==> config.mk <==
export PLATFORM = sky130hd
export DESIGN_NAME = dmx_slot_pwm
export DESIGN_NICKNAME = d
export VERILOG_FILES = /design/src/rtl/dmx_slot_pwm.sv
export SDC_FILE = /design/constraint.sdc
export NUM_CORES = 1
export LEC_CHECK = 0
export ABC_AREA = 1
export CORE_MARGIN = 10
export CORE_UTILIZATION = 66
export CTS_BUF_LIST = sky130_fd_sc_hd__clkbuf_16
export CTS_CLUSTER_SIZE = 8
export DETAILED_ROUTE_END_ITERATION = 6
export GPL_TIMING_DRIVEN = 0
export PLACE_DENSITY = 0.91
export SLEW_MARGIN = 20
export SYNTH_ARGS = -nofsm -noshare
export SYNTH_HDL_FRONTEND = slang
export SYNTH_SLANG_ARGS = --single-unit
==> constraint.sdc <==
create_clock -name clk -period 5.2 [get_ports clk]
set_input_delay 0.52 -clock clk [delete_from_list [all_inputs] [get_ports clk]]
set_output_delay 0.52 -clock clk [all_outputs]
set_load 0.02 [all_outputs]
==> src/rtl/dmx_slot_pwm.sv <==
// DMX slot capture with atomic frame commit, glitch-free 8-bit PWM per channel and signal-loss detection.
// Build option: define DMX_HOLD_LAST_EN to keep the last levels on signal loss instead of blanking.
module dmx_slot_pwm #(
  parameter int CLK_FREQ = 12000000,
  parameter int NUM_CH   = 8,
  parameter int PWM_DIV  = 16,
  parameter int LOSS_MS  = 1000
) (
  input  logic              clk,
  input  logic              rst_n,
  input  logic              slot_valid,
  input  logic [9:0]        slot_index,
  input  logic [7:0]        slot_data,
  input  logic              frame_end,
  input  logic [8:0]        start_addr,
  output logic [NUM_CH-1:0] pwm_out,
  output logic              signal_ok,
  output logic [7:0]        frame_count
);

  localparam int LOSS_CYC = (CLK_FREQ / 1000) * LOSS_MS;
  localparam int LT_W     = $clog2(LOSS_CYC + 1);
  localparam int PS_W     = (PWM_DIV > 1) ? $clog2(PWM_DIV) : 1;
  localparam int CH_W     = (NUM_CH > 1) ? $clog2(NUM_CH) : 1;

`ifdef DMX_HOLD_LAST_EN
  localparam bit HOLD_LAST = 1'b1;
`else
  localparam bit HOLD_LAST = 1'b0;
`endif

  typedef enum logic [1:0] {WAIT_SC, COLLECT, DISCARD} state_t;

  state_t            state_reg, state_next;
  logic [8:0]        base_reg, base_next;
  logic [9:0]        prev_reg, prev_next;
  logic [NUM_CH-1:0] mask_reg, mask_next;
  logic              wr_en;
  logic [CH_W-1:0]   wr_ch;
  logic              commit;
  logic [10:0]       offset;
  logic              in_window;

  logic [LT_W-1:0]   loss_reg;
  logic              expire;
  logic [PS_W-1:0]   presc_reg;
  logic              tick;
  logic [7:0]        cnt_reg;
  logic              wrap;
  logic [NUM_CH-1:0] pwm_next;

  assign offset    = {1'b0, slot_index} - {2'b00, base_reg};
  assign in_window = (slot_index >= {1'b0, base_reg}) && (offset < 11'(NUM_CH));

  always_ff @(posedge clk or negedge rst_n) begin
    if (!rst_n) begin
      state_reg <= WAIT_SC;
      base_reg  <= 9'd1;
      prev_reg  <= '0;
      mask_reg  <= '0;
    end else begin
      state_reg <= state_next;
      base_reg  <= base_next;
      prev_reg  <= prev_next;
      mask_reg  <= mask_next;
    end
  end

  // A slot arriving with frame_end is applied first, so commit looks at the post-slot state.
  always_comb begin
    state_next = state_reg;
    base_next  = base_reg;
    prev_next  = prev_reg;
    mask_next  = mask_reg;
    wr_en      = 1'b0;
    wr_ch      = '0;
    commit     = 1'b0;
    if (slot_valid) begin
      if (slot_index == 10'd0) begin
        base_next  = (start_addr == 9'd0) ? 9'd1 : start_addr;
        prev_next  = '0;
        mask_next  = '0;
        state_next = (slot_data == 8'h00) ? COLLECT : DISCARD;
      end else if (state_reg == COLLECT) begin
        if (slot_index <= prev_reg || slot_index > 10'd512) begin
          state_next = DISCARD;
        end else begin
          prev_next = slot_index;
          if (in_window) begin
            wr_en            = 1'b1;
            wr_ch            = offset[CH_W-1:0];
            mask_next[wr_ch] = 1'b1;
          end
        end
      end
    end
    if (frame_end) begin
      commit     = (state_next == COLLECT);
      state_next = WAIT_SC;
    end
  end

  // Loss timer saturates; a commit in the expiry cycle takes priority.
  assign expire = !commit && (loss_reg == LT_W'(LOSS_CYC - 1));

  always_ff @(posedge clk or negedge rst_n) begin
    if (!rst_n) begin
      loss_reg    <= '0;
      signal_ok   <= 1'b0;
      frame_count <= 8'd0;
    end else begin
      if (commit) begin
        loss_reg    <= '0;
        signal_ok   <= 1'b1;
        frame_count <= frame_count + 8'd1;
      end else begin
        if (loss_reg != LT_W'(LOSS_CYC))
          loss_reg <= loss_reg + LT_W'(1);
        if (expire)
          signal_ok <= 1'b0;
      end
    end
  end

  assign tick = (presc_reg == PS_W'(PWM_DIV - 1));
  assign wrap = tick && (cnt_reg == 8'd254);

  always_ff @(posedge clk or negedge rst_n) begin
    if (!rst_n) begin
      presc_reg <= '0;
      cnt_reg   <= 8'd0;
    end else begin
      presc_reg <= tick ? '0 : presc_reg + PS_W'(1);
      if (tick)
        cnt_reg <= wrap ? 8'd0 : cnt_reg + 8'd1;
    end
  end

  genvar gi;
  generate
    for (gi = 0; gi < NUM_CH; gi++) begin : g_ch
      logic [7:0] shadow_reg;
      logic [7:0] active_reg;
      logic [7:0] duty_reg;
      logic       hit;
      logic [7:0] shadow_eff;

      assign hit        = wr_en && (wr_ch == CH_W'(gi));
      assign shadow_eff = hit ? slot_data : shadow_reg;
      assign pwm_next[gi] = (cnt_reg < duty_reg);

      always_ff @(posedge clk or negedge rst_n) begin
        if (!rst_n) begin
          shadow_reg <= 8'd0;
          active_reg <= 8'd0;
          duty_reg   <= 8'd0;
        end else begin
          if (hit)
            shadow_reg <= slot_data;
          if (commit && mask_next[gi])
            active_reg <= shadow_eff;
          else if (expire && !HOLD_LAST)
            active_reg <= 8'd0;
          // Duty only changes at the period boundary so a pulse is never cut short or doubled.
          if (wrap)
            duty_reg <= active_reg;
        end
      end
    end
  endgenerate

  always_ff @(posedge clk or negedge rst_n) begin
    if (!rst_n)
      pwm_out <= '0;
    else
      pwm_out <= pwm_next;
  end

endmodule
======== Word level (Yosys, flattened, before mapping) ========
Index checks and enable logic that the tools add are counted.
word-level totals
  input bits .............................. 31
  register bits after elaboration ......... 274
  memory bits (read-only) ................. 0
  memories kept ........................... 0
  RAM bits ................................ 0
  bits in latches ......................... 0
cells by class
  div/mod/pow operators ................... 0
  $lt $le $gt $ge ......................... 14
  multiply operators ...................... 0
  bitwise operators ....................... 1
  shift-type cells ........................ 0
  mux-type cells .......................... 51
  reduce and logical (&&, ||, !) cells .... 39
  eq/ne operators ......................... 14
  add/subtract/negate cells ............... 5
operators by type and width
  operator                                                                count
  8-bit 2-to-1 mux                                                        23
  8-bit < comparator                                                      8
  24-bit 2-to-1 mux                                                       2
  10-bit 2-to-1 mux                                                       3
  24-bit by 1-bit adder with 24-bit output (second input constant)        1
  24-bit == test (second input constant)                                  1
  24-bit inequality test (second input constant)                          1
  2-bit nonzero test                                                      11
  1-bit logical AND                                                       20
  8-bit by 1-bit adder with 8-bit output (second input constant)          2
  3-bit 2-to-1 mux                                                        5
  3-bit == test (second input constant)                                   4
  2-bit 2-to-1 mux                                                        6
  11-bit by 4-bit < comparator with 1-bit output (second input constant)  1
  10-bit by 9-bit subtractor with 11-bit output                           1
  10-bit by 9-bit >= comparator with 1-bit output                         1
  10-bit > comparator (second input constant)                             1
  10-bit less-or-equal comparator                                         1
  10-bit zero test                                                        1
  9-bit zero test                                                         1
  1-bit 2-to-1 mux                                                        9
  9-bit 2-to-1 mux                                                        1
  8-bit == test (second input constant)                                   1
  8-bit zero test                                                         1
  16 further kinds                                                        18

======== Depth between registers and ports, before layout ========
Gate-level depths: netlist (run 1).
  depth after elaboration ................. 13
  depth in mapped cells ................... 19

======== Worst setup path before layout (run 1) ========
No wires, ideal clock.
  path type ............................... input -> register
  start point ............................. input port slot_index[0]
  end point ............................... register g_ch[2].active_reg[0]
  arrival time ............................ 2.587 ns
  stages on the path ...................... 14
  buffers on the path ..................... 0
  setup time .............................. 0.065 ns
  data required time ...................... 5.135 ns
  setup slack ............................. 2.548 ns
  cells stage by stage .................... inv_1 -> ha_1 -> inv_2 -> fa_1 -> inv_1 -> nor2_1 -> inv_1 -> nor2_1 -> nand4_1 -> nand2_1 -> nand3_4 -> inv_2 -> nand2_1 -> nand2_1
on the way
  cells in the longest elaborated chain, start to end .. 13
  elaborated cells between the ends (all ways) .. 43
  classes of those cells .................. 1 x add/sub; 6 x order compare; 2 x eq/ne; 24 x mux; 1 x bitwise; 9 x reduce/logical
RTL lines
  item                                                                                    RTL line  source
  start: declaration                                                                      12        input logic [9:0] slot_index,
  branches (longest 13 deep; another with 10-bit by 9-bit subtractor with 11-bit output)  -
  end signal: assignment                                                                  161       active_reg <= shadow_eff;
  end: declaration                                                                        143       logic [7:0] active_reg;
Parallel ways; which one is timed is not known.
A chain may end at the register's enable or synchronous reset.

======== Final worst setup path (run 1) ========
  start point ............................. input port slot_index[0]
  end point ............................... register g_ch[3].active_reg[6]
on the way
  cells in the longest elaborated chain, start to end .. 13
  elaborated cells between the ends (all ways) .. 43
  classes of those cells .................. 1 x add/sub; 6 x order compare; 2 x eq/ne; 24 x mux; 1 x bitwise; 9 x reduce/logical
RTL lines
  item                                                                                    RTL line
  branches (longest 13 deep; another with 10-bit by 9-bit subtractor with 11-bit output)  -
  end signal: assignment                                                                  161
  end: declaration                                                                        143
Parallel ways; which one is timed is not known.

==> results of run 1 <==
worst max-delay path, cell delays in order:
cell             delay [ns]
clkdlybuf4s50_1        0.45
inv_1                  0.13
ha_1                   0.17
inv_2                  0.05
fa_1                   0.60
inv_1                  0.12
nor2_1                 0.61
inv_1                  0.13
nor2_1                 0.13
nand4_1                0.12
nand2_1                0.15
nand3_4                0.16
inv_2                  0.16
nand2_1                0.10
nand2_1                0.07
layout by cell type, fill, tap and decap left out, types with 3 or more instances in the layout:
cell             count
nand2_1            507
nand4_1             84
or2_2                3
nand3_4              3
inv_2               11
xor2_1              13
nor4_1               6
a21boi_0            11
nor2_1              79
nand3_1            101
nor2_2               6
buf_6                7
buf_2               13
clkbuf_1            38
a31oi_1              3
a21oi_1             38
nor2_4               3
dfrtp_1            273
xnor2_1              4
a211oi_1             3
nand3_2             12
inv_1              180
nor3_1              20
o211ai_1             8
ha_1                81
clkbuf_16           41
o21ai_0             96
clkdlybuf4s50_1     37
worst max-delay path by stage:
stage | startpoint | end | slack, ns | cells after the start
global route | slot_index[0] | g_ch[3].active_reg[1] | 1.72 | 15
detailed placement | slot_index[0] | g_ch[3].active_reg[6] | 1.55 | 15
finish | slot_index[0] | g_ch[3].active_reg[6] | 2.01 | 15
global placement | rst_n | loss_reg[13] | -7.55 | 1
floorplan | slot_index[0] | g_ch[2].active_reg[0] | 2.55 | 14
CTS | slot_index[0] | g_ch[3].active_reg[3] | 2.07 | 15
power by group through the flow:
stage / sequential [mW] / clock (mW) / combinational [mW]
floorplan: 2.28 / 0 / 0.204
global placement: 2.26 / 0 / 0.365
detailed placement: 2.26 / 0 / 0.389
CTS: 2.23 / 2.33 / 0.393
global route: 2.24 / 2.43 / 0.442
finish: 2.23 / 2.32 / 0.393
final cells by class:
class,instances,area [um^2]
multi-input combinational,1100,5841
clock inverter,10,81.33
tap,270,337.8
antenna,1,2.502
timing repair buffer,41,450.4
clock buffer,41,1026
fill,1355,4726
sequential,274,6858
buffer,58,286.5
inverter,184,690.7
cells by family after synthesis:
| group | after synthesis |
|---|---|
| flip-flops | 274 |
| XOR/XNOR | 17 |
| AO/OA/AOI/OAI | 166 |
| multiplexers | 1 |
| buffers and inverters | 242 |
| adder cells (fa/ha/maj) | 82 |
| AND/OR/NAND/NOR | 834 |
layer usage:
metal / vias up / global-route usage / wire, um
met5: - / 0 / 17
met2: 539 / 0.4427 / 16870
met1: 5612 / 0.3157 / 13690
li1: 5431 / - / -
met4: 2 / 0.1125 / 1316
met3: 129 / 0.04305 / 2349
per-stage QoR:
| stage | hold slack, ns | cell area, um^2 | std cells | setup WS (ns) |
|---|---|---|---|---|
| 2_1_floorplan | 0.2244 | 13680 | 1616 | 2.548 |
| 3_3_place_gp | 0.4507 | 14390 | 1924 | -7.547 |
| 3_5_place_dp | 0.4570 | 14450 | 1926 | 1.546 |
| 4_1_cts | 0.4037 | 15570 | 1978 | 2.069 |
| 5_1_grt | 0.4407 | 15570 | 1978 | 1.723 |
| 6_report | 0.4181 | 15570 | 1979 | 2.007 |
==> results.json, run 1 <==
{
  "drive_above_1_share": 0.06557,
  "clkPwrFrac": 0.469,
  "powerDensity_mw_per_mm2": 317.4,
  "r2r-start": "base_reg[0]",
  "synth_area_leaders": "dfrtp_1 50%, nand2_1 14%, ha_1 7.4%",
  "clockBufferDepth": 3,
  "synth_nets": 1729,
  "die_height_um": 163.9,
  "yosys.area_share.simple": 0.2737,
  "drcViolationCount": 0,
  "grt_pass1_wl_mm": 56.99,
  "synth_seq_cells": 274,
  "rsz0062_at_grt": "no",
  "synth_mux_area_frac": 0.0008234,
  "status": "finished, final reports clean",
  "die_area_mm2": 0.02688,
  "end_kind": "register",
  "r2r_end": "g_ch[3].active_reg[6]",
  "worstHoldPathType": "in2reg",
  "htreeDepth": 2,
  "syn_area_per_cell_um2": 8.463,
  "max-cap-violations": 0,
  "drv_slew": 0,
  "p_seq_frac": 0.451,
  "switching_share": 0.2474,
  "synth-async-reset-ratio": 1.000,
  "setup_viol": 0,
  "synth-compound-area-share": 0.06615,
  "gp_congestion": 0.8993,
  "reg2reg_slack_ns": 2.08,
  "crit_fanout": 10,
  "p_int_mw": 3.721,
  "synth_adder_area_share": 0.07557,
  "antenna_found_initial": 1,
  "cp.arrival_ns": 3.66,
  "fin_crit_sh": 0.6140,
  "ctsRootBufferMaster": "clkbuf_16",
  "cts_buffers": 40,
  "vias": 11710,
  "rr_worst_depth": 13,
  "layout_min_cycle_time_ns": 3.193,
  "power.total_mw": 4.944,
  "routed_wl_mm": 34.25,
  "io_pins": 48,
  "max_slew_margin": 0.4959,
  "hold_depth": 4,
  "die_w_um": 163.9,
  "io_buffer_count": 38,
  "yosys-top-cells-count": "507 x nand2_1, 273 x dfrtp_1, 173 x inv_1",
  "cp.required_ns": 5.67,
  "grt_max_degree": 104,
  "cts_tree": "yes",
  "switching_power_mw": 1.223,
  "synth_enable_flop_cells": 0,
  "drtIter0Drc": 958,
  "final_util": 0.7672,
  "numClockSinks": 274,
  "hold_end": "state_reg[1]",
  "ys_types": 42,
  "post-synth-top-count-cell": "nand2_1",
  "hp-start": "slot_valid",
  "syn_area_mm2": 0.01368,
  "synth_xor_area_frac": 0.01089,
  "grt_pass1_vias": 11810,
  "synth_top_area_share": 0.4995,
  "row_count": 52,
  "clk_pin_slew_ns": 0.05,
  "vias_per_cell": 5.919,
  "dominantRegCellSynth": "dfrtp_1",
  "crit_type": "in2reg",
  "core_mm2": 0.02030,
  "synthToLayoutAreaGrowth_pct": 13.88,
  "postCtsSetupRepairBufs": 0,
  "start_util": 0.6737,
  "nets": 1812,
  "max_freq_ghz": 0.3132,
  "worst_ir_drop_vdd_mv": 0.2776,
  "hold_viol": 0,
  "yosys.area.top_type": "dfrtp_1",
  "drtPass1Iterations": 6,
  "syn_inst": 1616,
  "synth_top_family_by_area": "simple AND/OR/NAND/NOR gates",
  "tightest_slew_ns": 0.7533,
  "yosysWarnings": 0,
  "combinationalPowerShare": 0.079,
  "cts_repair_resize_count": 0,
  "setup_tns_ns": 0,
  "hold_buffers": 1,
  "fin_skew_ns": 0.01997,
  "clock_latency_ns": 0.54,
  "startpoint_type": "primary input",
  "dp_hpwl_mm": 23.23,
  "p_leak_nw": 8.000,
  "grt_overflow": 0,
  "drtAntennaViolNets": 0,
  "post_drt_wl_per_cell_um": 17.31,
  "synth-seq-area-share": 0.5015,
  "grt_usage": 0.2581
}
(Power assumes the default switching activity.)
==> inputs of run 2 (changes only) <==
Settings changed: CORE_UTILIZATION 66 to 56, PLACE_DENSITY 0.91 to 0.83.
Clock period 5.2 ns to 2.8 ns, I/O delays scaled along.
==> run 2 against run 1 <==
Compared with the run above: the run now ends with negative setup slack left; register-to-register slack worse by 2.2 ns; routed wire length is 6.2% higher; global-route usage is 3.1 points lower; via count is 0.17% higher; critical path depth is 4 higher; sequential power is 86% higher; hold slack worse by 0.22 ns; sequential share of layout area is 2.1 points lower; clock skew is 0.010 ns higher; power is 87% higher; design area is 5.0% higher; first-iteration DRC count is 17% higher; critical path type is now reg2reg; largest cell class unchanged.
==> results.json, run 2 (synthesized netlist as in run 1, its figures left out) <==
{
  "cp.required_ns": 3.21,
  "vias_per_cell": 5.690,
  "hold_depth": 4,
  "cpPeakStageDelay_ns": 0.54,
  "io_pins": 48,
  "drcViolationCount": 0,
  "dp_hpwl_mm": 22.73,
  "setup_tns_ns": -2.280,
  "powerDensity_mw_per_mm2": 566.1,
  "fin_skew_ns": 0.03022,
  "tightest_slew_ns": 0.8263,
  "path_delay_family": "simple AND/OR/NAND/NOR gates",
  "ctsRootBufferMaster": "clkbuf_16",
  "worst_slack_ns": -0.1350,
  "fin_crit_sh": 1.048,
  "combinationalPowerShare": 0.084,
  "crit_fanout": 8,
  "drtPass1Iterations": 5,
  "max-cap-violations": 0,
  "clock_latency_ns": 0.53,
  "grt_max_degree": 103,
  "rr_worst_depth": 19,
  "stdcell_count": 2062,
  "reg2reg_slack_ns": -0.14,
  "rsz0062_at_grt": "yes",
  "r2r_end": "g_ch[4].active_reg[0]",
  "drtAntennaViolNets": 0,
  "max_slew_margin": 0.4491,
  "status": "finished, violations left",
  "start_util": 0.5656,
  "post_drt_wl_per_cell_um": 17.63,
  "die_w_um": 176.3,
  "routed_wl_mm": 36.36,
  "synthToLayoutAreaGrowth_pct": 19.52,
  "drv_slew": 0,
  "max_freq_ghz": 0.3407,
  "drtIter0Drc": 1117,
  "holdWs_ns": 0.2022,
  "p_seq_frac": 0.448,
  "pre_cts_ws_ns": -0.6563,
  "hp-start": "slot_valid",
  "clockBufferDepth": 3,
  "startpoint_type": "register",
  "numClockSinks": 274,
  "worstHoldPathType": "in2reg",
  "htreeDepth": 2,
  "grt_pass1_vias": 11600,
  "crit_slowest_cell": "dfstp_2",
  "clkPwrFrac": 0.468,
  "die_area_mm2": 0.03107,
  "hold_end": "state_reg[1]",
  "switching_share": 0.2471,
  "mostFrequentLayoutCells": "430 x nand2_1, 270 x dfrtp_1, 179 x inv_1, 96 x o21ai_0, 96 x nand3_1",
  "worst_ir_drop_vdd_mv": 0.5232,
  "place_inst": 1980,
  "drive_above_1_share": 0.1387,
  "die_height_um": 176.3,
  "hold_viol": 0,
  "p_leak_nw": 8.201,
  "grt_usage": 0.2275,
  "cts_tree": "yes",
  "grt_pass1_wl_mm": 57.49,
  "p_int_mw": 6.967,
  "cp_num_buf_inv": 3,
  "clk_pin_slew_ns": 0.05,
  "layout_min_cycle_time_ns": 2.935,
  "nets": 1840,
  "crit_type": "reg2reg",
  "failed_checks": "negative setup slack",
  "core_mm2": 0.02418,
  "antenna_found_initial": 2,
  "row_count": 57,
  "crit_chain": "ha_4 > inv_4 > fa_2 > nand3_2 > nand2_2 > nand2_2 > nand2_2 > nor2_2 > nand3_2 > nor2_4 > nand3_4 > buf_12 > nor2_4 > buf_6 > nand3_4 > nand2_2 > nand2_2 > nand2_2 > nand2_2",
  "grt_overflow": 0,
  "cp_common_cell": "nand2_2",
  "cp.arrival_ns": 3.35,
  "cts_buffers": 40,
  "layout_commonest_cell": "nand2_1",
  "end_kind": "register",
  "io_buffer_count": 38,
  "vias": 11730,
  "r2r-start": "base_reg[0]",
  "switching_power_mw": 2.286,
  "setup_viol": 46,
  "gp_congestion": 0.9185
}
run 2: power groups by stage:
stage          clock network (mW)  registers [mW]  logic (mW)
6_report                     4.33            4.14       0.776
5_1_grt                      4.55            4.15       0.867
4_1_cts                      4.36            4.14       0.758
3_5_place_dp                    0            4.20       0.729
3_3_place_gp                    0            4.20       0.693
2_1_floorplan                   0            4.23       0.380
run 2: through the flow:
stage | utilization | instance area [um^2] | power (mW)
6_report | 0.6761 | 16350 | 9.253
3_3_place_gp | 0.5981 | 14460 | 4.898
3_5_place_dp | 0.6006 | 14520 | 4.930
4_1_cts | 0.6638 | 16050 | 9.264
2_1_floorplan | - | 13680 | 4.606
5_1_grt | 0.6760 | 16340 | 9.572
run 2: worst reg2reg max path, delay by kind of cell (launching register included):
kind	cells	cell delay, ns
simple gates	14	1.43
flops	1	0.54
buf+inv	3	0.37
fa+ha+maj	2	0.49
run 2: area by class of cell:
type                    count  area [um^2]
repair buffers             68        744.5
fillers                  1795         7831
inverters                 184        716.9
multi-input cells        1102         6215
diodes                      1        2.502
clock inverters            10        55.05
well taps                 324        405.4
flip-flops and latches    274         6862
clock buffers              42         1051
plain buffers              57        294.0
run 2: timing repair:
| item | in CTS | in global routing |
|---|---|---|
| hold buffers | 1 | 0 |
| gates resized for setup | 51 | 97 |
| cloned | 5 | 1 |
| setup endpoints to repair | 184 | 150 |
| endpoints found under the hold margin | 87 | 0 |
| setup buffers | 22 | 2 |
| pin swaps | 69 | 71 |
run 2: routing by layer:
| layer | track usage | vias to the layer above | part of all wire |
|---|---|---|---|
| met2 | 0.3837 | 518 | 0.48 |
| met4 | 0.1148 | 2 | 0.056 |
| met1 | 0.2715 | 5562 | 0.39 |
| met5 | 0 | - | 0.00019 |
| met3 | 0.04677 | 164 | 0.080 |
| li1 | - | 5487 | - |
run 2: worst max-delay path by stage:
stage / to / slack (ns) / from / depth (start not counted)
4_1_cts: g_ch[2].active_reg[6] / -0.07 / base_reg[0] / 19
2_1_floorplan: g_ch[2].active_reg[0] / 0.23 / base_reg[0] / 13
3_5_place_dp: g_ch[0].duty_reg[6] / -0.66 / cnt_reg[0] / 9
5_1_grt: g_ch[1].active_reg[1] / -0.25 / base_reg[0] / 18
6_report: g_ch[4].active_reg[0] / -0.14 / base_reg[0] / 19
3_3_place_gp: loss_reg[15] / -10.01 / rst_n / 1
==> inputs of run 3 (changes only) <==
Settings changed: CORE_UTILIZATION 56 to 45, PLACE_DENSITY 0.83 to 0.7.
==> run 3 against run 2 <==
Compared with the run above: largest cell class unchanged; first-iteration DRC count is 22% lower; clock skew is 0.016 ns lower; sequential power hardly changed; die area is 22% higher; critical path depth is 2 lower; routed wire length is 1.2% lower; utilization is 12 points lower; global-route usage is 4.2 points lower; combinational power is 1% higher; highest routed layer unchanged; hold slack better by 0.0025 ns; the flow still finishes with violations (negative setup slack); sequential share of layout area is 0.24 points lower.
==> results.json, run 3 (synthesized netlist as in run 1, its figures left out) <==
{
  "startpoint_type": "register",
  "cp.arrival_ns": 3.30,
  "row_count": 63,
  "grt_usage": 0.1857,
  "max-cap-violations": 0,
  "numClockSinks": 274,
  "cts_buffers": 40,
  "synthToLayoutAreaGrowth_pct": 20.35,
  "grt_pass1_vias": 11410,
  "final_util": 0.5524,
  "layout_commonest_cell": "nand2_1",
  "reg2reg_slack_ns": -0.1,
  "p_leak_nw": 8.207,
  "r2r-start": "base_reg[0]",
  "vias_per_cell": 5.357,
  "crit_type": "reg2reg",
  "routed_wl_mm": 35.91,
  "tightest_slew_ns": 0.8821,
  "hold_end": "state_reg[1]",
  "gp_congestion": 0.8995,
  "clockBufferDepth": 3,
  "grt_max_degree": 97,
  "post_drt_wl_per_cell_um": 16.87,
  "grt_overflow": 0,
  "worst_ir_drop_vdd_mv": 0.5942,
  "setup_viol": 60,
  "drv_slew": 0,
  "crit_fanout": 8,
  "die_w_um": 194.3,
  "grt_pass1_wl_mm": 58.22,
  "stdcell_count": 2129,
  "ctsRootBufferMaster": "clkbuf_16",
  "max_freq_ghz": 0.3454,
  "rsz0062_at_grt": "yes",
  "crit_start": "base_reg[0]",
  "antenna_found_initial": 3,
  "drtIter0Drc": 870,
  "failed_checks": "negative setup slack",
  "hp-start": "slot_valid",
  "hold_depth": 4,
  "worst_slack_ns": -0.09545,
  "cp.required_ns": 3.21,
  "finalInstanceArea_mm2": 0.01646,
  "start_util": 0.4590,
  "place_inst": 2046,
  "hold_viol": 0,
  "max_slew_margin": 0.4119,
  "die_area_mm2": 0.03776,
  "fin_crit_sh": 1.034,
  "die_height_um": 194.3,
  "dp_hpwl_mm": 23.55,
  "htreeDepth": 2,
  "drcViolationCount": 0,
  "cts_tree": "yes",
  "nets": 1840,
  "drtAntennaViolNets": 0,
  "status": "finished, violations left",
  "mostFrequentLayoutCells": "417 x nand2_1, 268 x dfrtp_1, 180 x inv_1, 96 x o21ai_0, 95 x nand3_1",
  "fin_skew_ns": 0.01469,
  "rr_worst_depth": 17,
  "end_kind": "register",
  "layout_min_cycle_time_ns": 2.895,
  "drive_above_1_share": 0.1520,
  "setup_tns_ns": -2.963,
  "core_mm2": 0.02980,
  "r2r_end": "g_ch[5].shadow_reg[2]",
  "io_buffer_count": 38,
  "powerDensity_mw_per_mm2": 558.8,
  "vias": 11400,
  "drtPass1Iterations": 5,
  "worstHoldPathType": "in2reg",
  "placed_area_mm2": 0.01460,
  "clock_latency_ns": 0.52,
  "clk_pin_slew_ns": 0.05,
  "io_pins": 48
}
run 3: changes by cell type in the layout (fill, tap and decap cells not counted), sizes merged:
cell and delta:
nor2 +1, nand3 -1, diode +1, clkinvlp +1
inv +2, buf -1, clkinv -2
run 3: how the worst max path moves through the flow:
stage	end
floorplan	g_ch[2].active_reg[0]
global placement	loss_reg[17]
detailed placement	g_ch[0].duty_reg[6]
CTS	g_ch[4].active_reg[5]
global route	g_ch[5].active_reg[5]
finish	g_ch[5].shadow_reg[2]
run 3: area by class of cell:
| cell class | count | area [um^2] |
|---|---|---|
| Antenna cell | 2 | 5.005 |
| Inverter | 184 | 714.4 |
| Multi-Input combinational cell | 1102 | 6272 |
| Fill cell | 2686 | 13340 |
| Clock inverter | 11 | 61.31 |
| Sequential cell | 274 | 6869 |
| Timing Repair Buffer | 68 | 716.9 |
| Buffer | 57 | 305.3 |
| Tap cell | 390 | 488.0 |
| Clock buffer | 41 | 1026 |
run 3: power by group:
part	total [mW]	switching, mW	internal (mW)
registers	4.14	0.0748	4.06
clock network	4.27	1.69	2.59
logic	0.784	0.512	0.272
total	9.20	2.27	6.92
run 3: metrics by stage:
| step | setup slack, ns | total power [mW] | hold WS (ns) |
|---|---|---|---|
| finish | -0.09545 | 9.196 | 0.2047 |
| global route | -0.2581 | 9.542 | 0.2374 |
| CTS | -0.05932 | 9.257 | 0.1745 |
| detailed placement | -0.8394 | 4.931 | 0.3367 |
| global placement | -10.39 | 4.908 | 0.4524 |
| floorplan | 0.2253 | 4.606 | -0.01559 |
run 3: repair_timing:
item                                    CTS  global route
resized for setup                        39           133
endpoints found under the hold margin    86             0
setup buffers                            15            10
hold buffers                              1             0
pin swaps                                25            95
gates cloned                              4             0
endpoints found under the setup margin  160           193
run 3: routing by layer:
metal	vias up	global-route usage	wire length [um]
met1	5496	0.2492	16220
met5	-	0	19
li1	5514	-	-
met2	316	0.2949	16530
met3	76	0.03838	2258
met4	2	0.05821	886
run 3: worst max-delay path, stage by stage (launching register included):
cell and delay (ns):
dfstp_2 0.55, ha_4 0.14, inv_4 0.03, fa_2 0.38, nand3_2 0.11, nand2_2 0.08
nand2_2 0.06, nand2_2 0.07, nor2_2 0.11, nand3_2 0.12, nor2_4 0.14, nand3_4 0.18
nor2_8 0.21, buf_12 0.14, nand3_4 0.12, nand2_2 0.13, nand2_2 0.08, buf_6 0.13
